`config.mk`:
```
export PLATFORM = sky130hd
export DESIGN_NAME = mem_arbiter
export DESIGN_NICKNAME = d
export VERILOG_FILES = /design/src/rtl/mem_arbiter.sv
export SDC_FILE = /design/constraint.sdc
export NUM_CORES = 1
export LEC_CHECK = 0
export CAP_MARGIN = 20
export CORE_UTILIZATION = 38
export DETAILED_ROUTE_END_ITERATION = 16
export GPL_ROUTABILITY_DRIVEN = 0
export PLACE_DENSITY = 0.75
export SYNTH_ARGS = -nofsm -noshare
export SYNTH_HDL_FRONTEND = slang
export SYNTH_SLANG_ARGS = --single-unit
```
`constraint.sdc`:
```
create_clock -name clk -period 1.93 [get_ports clk]
set_input_delay 0.579 -clock clk [delete_from_list [all_inputs] [get_ports clk]]
set_output_delay 0.579 -clock clk [all_outputs]
set_load 0.05 [all_outputs]
```
`src/rtl/mem_arbiter.sv`:
```
// Round-robin arbiter sharing one single-port memory between requester A and B.
// One transaction at a time; memory controls and address are driven from registers.
module mem_arbiter #(
    parameter int ADDR_SIZE = 11,
    parameter int WIDTH     = 16,
    parameter int RD_LAT    = 1
) (
    input  logic                 clk,
    input  logic                 reset,
    input  logic                 a_req,
    input  logic                 a_we,
    input  logic [ADDR_SIZE-1:0] a_addr,
    input  logic [WIDTH-1:0]     a_wdata,
    output logic                 a_gnt,
    output logic                 a_rvalid,
    output logic [WIDTH-1:0]     a_rdata,
    input  logic                 b_req,
    input  logic                 b_we,
    input  logic [ADDR_SIZE-1:0] b_addr,
    input  logic [WIDTH-1:0]     b_wdata,
    output logic                 b_gnt,
    output logic                 b_rvalid,
    output logic [WIDTH-1:0]     b_rdata,
    output logic [WIDTH-1:0]     mem_data,
    output logic [ADDR_SIZE-1:0] mem_addr,
    output logic                 mem_MR,
    output logic                 mem_MW,
    input  logic [WIDTH-1:0]     mem_out
);

    typedef enum logic [1:0] {IDLE, ACCESS, RWAIT, RDONE} state_t;

    state_t     state, state_nxt;
    logic       last_b, last_b_nxt;
    logic [2:0] cnt, cnt_nxt;
    logic       pick_b;
    logic       start;
    logic       win_we;

    // last_b doubles as the selector of the transaction in flight
    always_comb begin
        pick_b = 1'b0;
        if (a_req && b_req)
            pick_b = ~last_b;
        else
            pick_b = b_req;
        start  = (state == IDLE) && (a_req || b_req);
        win_we = pick_b ? b_we : a_we;
    end

    always_comb begin
        state_nxt  = state;
        last_b_nxt = last_b;
        cnt_nxt    = cnt;
        case (state)
            IDLE: begin
                if (start) begin
                    state_nxt  = ACCESS;
                    last_b_nxt = pick_b;
                end
            end
            ACCESS: begin
                if (mem_MW) begin
                    state_nxt = IDLE;
                end else begin
                    state_nxt = RWAIT;
                    cnt_nxt   = 3'(RD_LAT - 1);
                end
            end
            RWAIT: begin
                if (cnt == 3'd0)
                    state_nxt = RDONE;
                else
                    cnt_nxt = cnt - 3'd1;
            end
            RDONE:   state_nxt = IDLE;
            default: state_nxt = IDLE;
        endcase
    end

    always_ff @(posedge clk or negedge reset) begin
        if (!reset) begin
            state  <= IDLE;
            last_b <= 1'b1;
            cnt    <= 3'd0;
        end else begin
            state  <= state_nxt;
            last_b <= last_b_nxt;
            cnt    <= cnt_nxt;
        end
    end

    // Memory-side registers: loaded when IDLE is left, strobes cleared after ACCESS
    always_ff @(posedge clk or negedge reset) begin
        if (!reset) begin
            mem_addr <= '0;
            mem_data <= '0;
            mem_MR   <= 1'b0;
            mem_MW   <= 1'b0;
        end else if (start) begin
            mem_addr <= pick_b ? b_addr : a_addr;
            mem_data <= pick_b ? b_wdata : a_wdata;
            mem_MW   <= win_we;
            mem_MR   <= ~win_we;
        end else if (state == ACCESS) begin
            mem_MR <= 1'b0;
            mem_MW <= 1'b0;
        end
    end

    // Read return: capture in RDONE, pulse rvalid for the following cycle
    always_ff @(posedge clk or negedge reset) begin
        if (!reset) begin
            a_rdata  <= '0;
            b_rdata  <= '0;
            a_rvalid <= 1'b0;
            b_rvalid <= 1'b0;
        end else begin
            a_rvalid <= 1'b0;
            b_rvalid <= 1'b0;
            if (state == RDONE) begin
                if (last_b) begin
                    b_rdata  <= mem_out;
                    b_rvalid <= 1'b1;
                end else begin
                    a_rdata  <= mem_out;
                    a_rvalid <= 1'b1;
                end
            end
        end
    end

    assign a_gnt = (state == ACCESS) && !last_b;
    assign b_gnt = (state == ACCESS) && last_b;

endmodule

```
; After elaboration in Yosys (flattened, before gate mapping)
; Index checks and enable logic that the tools add are counted.
[word_totals]
wordCells = 54
output_inout_bits = 65
register_bits = 69
inputBits = 76
latchBits = 0
mem_bits_rw = 0
mem_bits_ro = 0
mem_count = 0
[classes]
n_reduce_logical = 15
n_mul = 0
magnitude_cmp = 0
bitwise = 2
n_eq_ne = 7
addsub = 1
n_div = 0
n_shift = 0
mux = 18
[op_table]
columns = operator, n
row1 = 2-to-1 mux 16 bit, 1
row2 = 2-to-1 mux 11 bit, 1
row3 = 2-to-1 mux 1 bit, 9
row4 = "inequality test 2 bit, second input constant", 4
row5 = one-hot mux 2 bit (4 select lines), 1
row6 = AND reduction 2 bit, 4
row7 = 2-to-1 mux 2 bit, 3
row8 = 2-to-1 mux 3 bit, 2
row9 = one-hot mux 3 bit (2 select lines), 1
row10 = "== test 2 bit, second input constant", 2
row11 = logical AND 1 bit, 4
row12 = nonzero test 2 bit, 2
row13 = zero test 3 bit, 1
row14 = AND reduction 3 bit, 1
row15 = "subtractor 3 x 1 -> 3 bit, second input constant", 1
row16 = "== test 2 x 1 -> 1 bit, second input constant", 1
row17 = zero test 2 bit, 1
row18 = inverter 1 bit, 2
row19 = zero test 1 bit, 1
row20 = logical OR 1 bit, 1

; Longest topological paths before layout
[depth]
depth_word = 5
mapped_depth = 6
depth_no_buf = 6

; Least setup slack after synthesis
; Ideal clock, no wire load.
[synth_path]
kind = register to output
startpoint = reg with a tool-made name
endpoint = out a_gnt
stages_incl_launch_ff = 4
t_arrival_ps = 1362
required_ps = 1351
path_buffers = 1
slack_ps = -11
path_cell_list = dfrtp_1 buf_2 nand2b_1 nor2_1
[synth_rtl]
columns = element, line
row1 = to (decl), 14  ; output logic a_gnt,

; Worst setup path after layout
[layout_path]
startpoint = in b_req
endpoint = reg mem_addr[6]
[layout_via]
elab_chain_cells = 3
word_cells_on_any_way = 5
cone_classes = mux: 2 / reduce/logical: 3
[layout_rtl]
columns = element, line
row1 = from (decl), 17  ; input logic b_req,
row2 = logical AND 1 bit, 43  ; if (a_req && b_req)
row3 = 2-to-1 mux 1 bit, 43
row4 = 2-to-1 mux 11 bit, 101  ; mem_addr <= pick_b ? b_addr : a_addr;
row5 = to (signal assigned), 101
row6 = to (decl), 25  ; output logic [ADDR_SIZE-1:0] mem_addr,
; Several ways; a longest one is shown, not always the timed one.
; A chain may end at the register's enable or synchronous reset.

==> summary.md <==
## Die
* Floorplan Core Area: 7810 µm²
* Row Count: 32
* die outline area: 8490 µm²
* Die H: 92.1 µm
* die width: 92.1 µm
* count of boundary I/O pins: 141
* Initial Util: 39.6%

## Place
* post-place setup slack: -275 ps
* number of port buffers: 140
* Placed Cells incl. Taps: 447
* cell area after placement: 4540 µm²
* half-perimeter wire length after detailed placement: 5.24 mm

## Synth
* number of synthesized flops with an enable pin: 0
* most instantiated library cell after synthesis: sky130_fd_sc_hd__dfrtp_1
* library cells used by synthesis: 22
* Yosys warnings: 0
* synthesized net count: 282
* synthesized netlist cell count: 204
* register bit count reported by yosys: 69
* Post-Syn Area: 3090 µm²
* fraction of registers with async set/reset: 100%
* main flop type after synthesis: sky130_fd_sc_hd__dfrtp_1
* Mapped Avg Cell Area: 15.1 µm²
* cells taking the most area after synthesis: sky130_fd_sc_hd__dfrtp_1 (55%), sky130_fd_sc_hd__mux2_2 (24%), sky130_fd_sc_hd__mux2_4 (9.7%), sky130_fd_sc_hd__buf_2 (1.1%), sky130_fd_sc_hd__mux2i_1 (0.97%)
* commonest cells in the netlist: sky130_fd_sc_hd__dfrtp_1 (68), sky130_fd_sc_hd__mux2_2 (67), sky130_fd_sc_hd__mux2_4 (20), sky130_fd_sc_hd__nor2_1 (8)
* proportion of netlist area held by the largest area contributor: 55.1%
* top cell type by total area after synthesis: sky130_fd_sc_hd__dfrtp_1
* sequential area share after synthesis: 56.0%

## Clock tree
* clock input transition at the sequential cells of the worst setup and hold paths: 80 ps
* Clk Latency, worst-skew pair: 340 ps
* clock tree from TritonCTS: done
* number of H-tree levels: 3
* number of buffers created by CTS: 9
* maximum clock path buffer count: 2
* number of sinks on the clock net: 69
* clock root buffer: sky130_fd_sc_hd__clkbuf_8

## Detailed routing
* total number of vias: 2187
* post-DR wirelength/cell: 15.1 µm
* number of detailed-routing iterations run before antenna repair: 3
* number of vias per cell: 4.70
* number of remaining DRC errors: 0
* Post-DRT Antenna Nets: 0
* DRT iter0 DRCs: 35
* routed wire length: 7.04 mm

## Power
* switching power: 4.33 mW
* P per Cell Area: 1950 nW/µm²
* cell-internal power: 4.93 mW
* share of total power in combinational logic: 60.1%
* Clk pwr share: 12.4%
* Static Leak: 2.14 nW
* peak supply drop: 1270 µV
* switch share: 46.8%
* fraction of power consumed by sequential logic: 27.5%

## Critical path
* endpoint type of the worst setup path: flop
* launching element type of the critical path: input pin
* Crit Path Category: in -> reg
* critical path data arrival time: 2090 ps
* required time reported for the critical path endpoint: 2140 ps
* peak fanout along the critical path: 18

## Timing
* Worst-Margin Slew: 382 ps
* Tmin final: 1880 ps
* hold slack: 22.6 ps
* Clock Skews: 10.1 ps
* Final Cycle Share: 97.2%
* worst path setup slack after routing: 54.9 ps
* final number of setup-violating endpoints: 0
* worst slew margin relative to its limit: 74.6%
* highest clock rate: 533 MHz
* final number of max-transition violations: 0
* setup repair after global routing missed its margin: false
* Hold Fails Final Rpt: 0

## Status
* outcome: finished, final reports clean

## Finish
* filler-free cell count of the finished design: 465
* Antenna diodes: 0
* FILL cells: 622
* Layout area overhead: 54.0%
* post-route cell area: 4760 µm²
* share of cells above drive strength 1: 52.1%
* # nets final: 436

## Global routing
* pin count of the biggest net entering global routing: 69
* first-pass GRT wire length: 11.7 mm
* GRT Overall Usage: 17.8%
* vias in the first global route: 2432
* overflow left after global routing: 0
* initial antenna violation count: 0

## Flow run
* max-cap viol count: 0

## Hold path
* type of the worst min-delay path: in -> async

[per-stage QoR]
| step | util (%) | setup TNS, ps | power [mW] |
|---|---|---|---|
| after floorplan | - | -21.9 | 6.34 |
| after global placement | 58.1 | -5990 | 8.04 |
| after detailed placement | 58.1 | -6880 | 8.14 |
| after CTS | 60.7 | 0 | 9.33 |
| after global routing | 60.9 | 0 | 9.71 |
| final | 60.9 | 0 | 9.26 |
[final timing paths]
check	startpoint	to	slack, ps	cells after the start
max	b_req	mem_addr[6]$_DFFE_PN0P_	50	5
min	reset	mem_addr[1]$_DFFE_PN0P_	20	1
max reg2reg	last_b$_DFFE_PN1P_	mem_addr[6]$_DFFE_PN0P_	160	5
min reg2reg	a_rdata[1]$_DFFE_PN0P_	a_rdata[1]$_DFFE_PN0P_	510	1
max in group asynchronous	reset	last_b$_DFFE_PN1P_	1330	2
min in group clk	a_rdata[1]$_DFFE_PN0P_	a_rdata[1]$_DFFE_PN0P_	510	1
[cells in the final DEF (no fill, tap or decap), drive strengths merged, types with 3 or more instances in the layout]
| cell type | count |
|---|---|
| clkbuf | 10 |
| dfrtp | 68 |
| mux2 | 87 |
| buf | 79 |
| a221oi | 3 |
| clkdlybuf4s50 | 74 |
| mux2i | 3 |
| inv | 7 |
| clkinvlp | 3 |
| nor2 | 8 |
| o21ai | 3 |
[cell families after synthesis]
kind of cell               count (synthesis)  synth area share (%)
muxes                                     90                  35.1
and+or+nand+nor                           18                  3.20
adders and majority gates                  2                 0.810
AOI/OAI and AO/OA                          8                  1.94
DFF                                       69                  56.0
buffers and inverters                     17                  2.96
[power by group through the flow]
stage	sequential, mW	combinational, mW	clock (mW)
2_1_floorplan	4.87	1.47	0
3_3_place_gp	2.55	5.50	0
3_5_place_dp	2.58	5.56	0
4_1_cts	2.57	5.57	1.19
5_1_grt	2.65	5.81	1.26
6_report	2.55	5.57	1.15
[worst max-delay path, cell delays in order]
cell                              delay, ps
sky130_fd_sc_hd__clkdlybuf4s50_1        420
sky130_fd_sc_hd__a21bo_1                270
sky130_fd_sc_hd__buf_12                 190
sky130_fd_sc_hd__mux2_2                 360
sky130_fd_sc_hd__mux2_2                 260
[area by class of cell]
type	count	area, µm²	share of cell area, %
Clock buffer	10	138	2.89
Clock inverter	6	62.6	1.32
Inverter	7	26.3	0.552
Multi-Input combinational cell	118	1280	26.9
Sequential cell	69	1730	36.3
Tap cell	102	128	2.68
Timing Repair Buffer	153	1390	29.3
[routing by layer]
| layer | up-vias | track usage, % | share of wire [%] | wire (µm) |
|---|---|---|---|---|
| met2 | 95 | 30.5 | 49 | 3440 |
| met1 | 1062 | 21.0 | 42 | 2970 |
| met5 | - | 0 | 0 | 0 |
| met3 | 9 | 6.63 | 8.0 | 561 |
| met4 | 0 | 4.30 | 0.91 | 64 |
| li1 | 1021 | - | - | - |
[registers in the layout (all words and copies together) (netlist names), named ones only]
register,count
a_rdata,16
b_rdata,16
mem_data,16
mem_addr,11
cnt,3
a_rvalid,1
b_rvalid,1
last_b,1
mem_MR,1
mem_MW,1
state,1
[what timing repair did]
| item | CTS | global route |
|---|---|---|
| hold buffers | 0 | 0 |
| gates resized for setup | 1 | 1 |
| buffers inserted | 0 | 2 |
| pin swaps | 1 | 0 |
| endpoints found under the setup margin | 1 | 2 |
(Power assumes the default switching activity.)
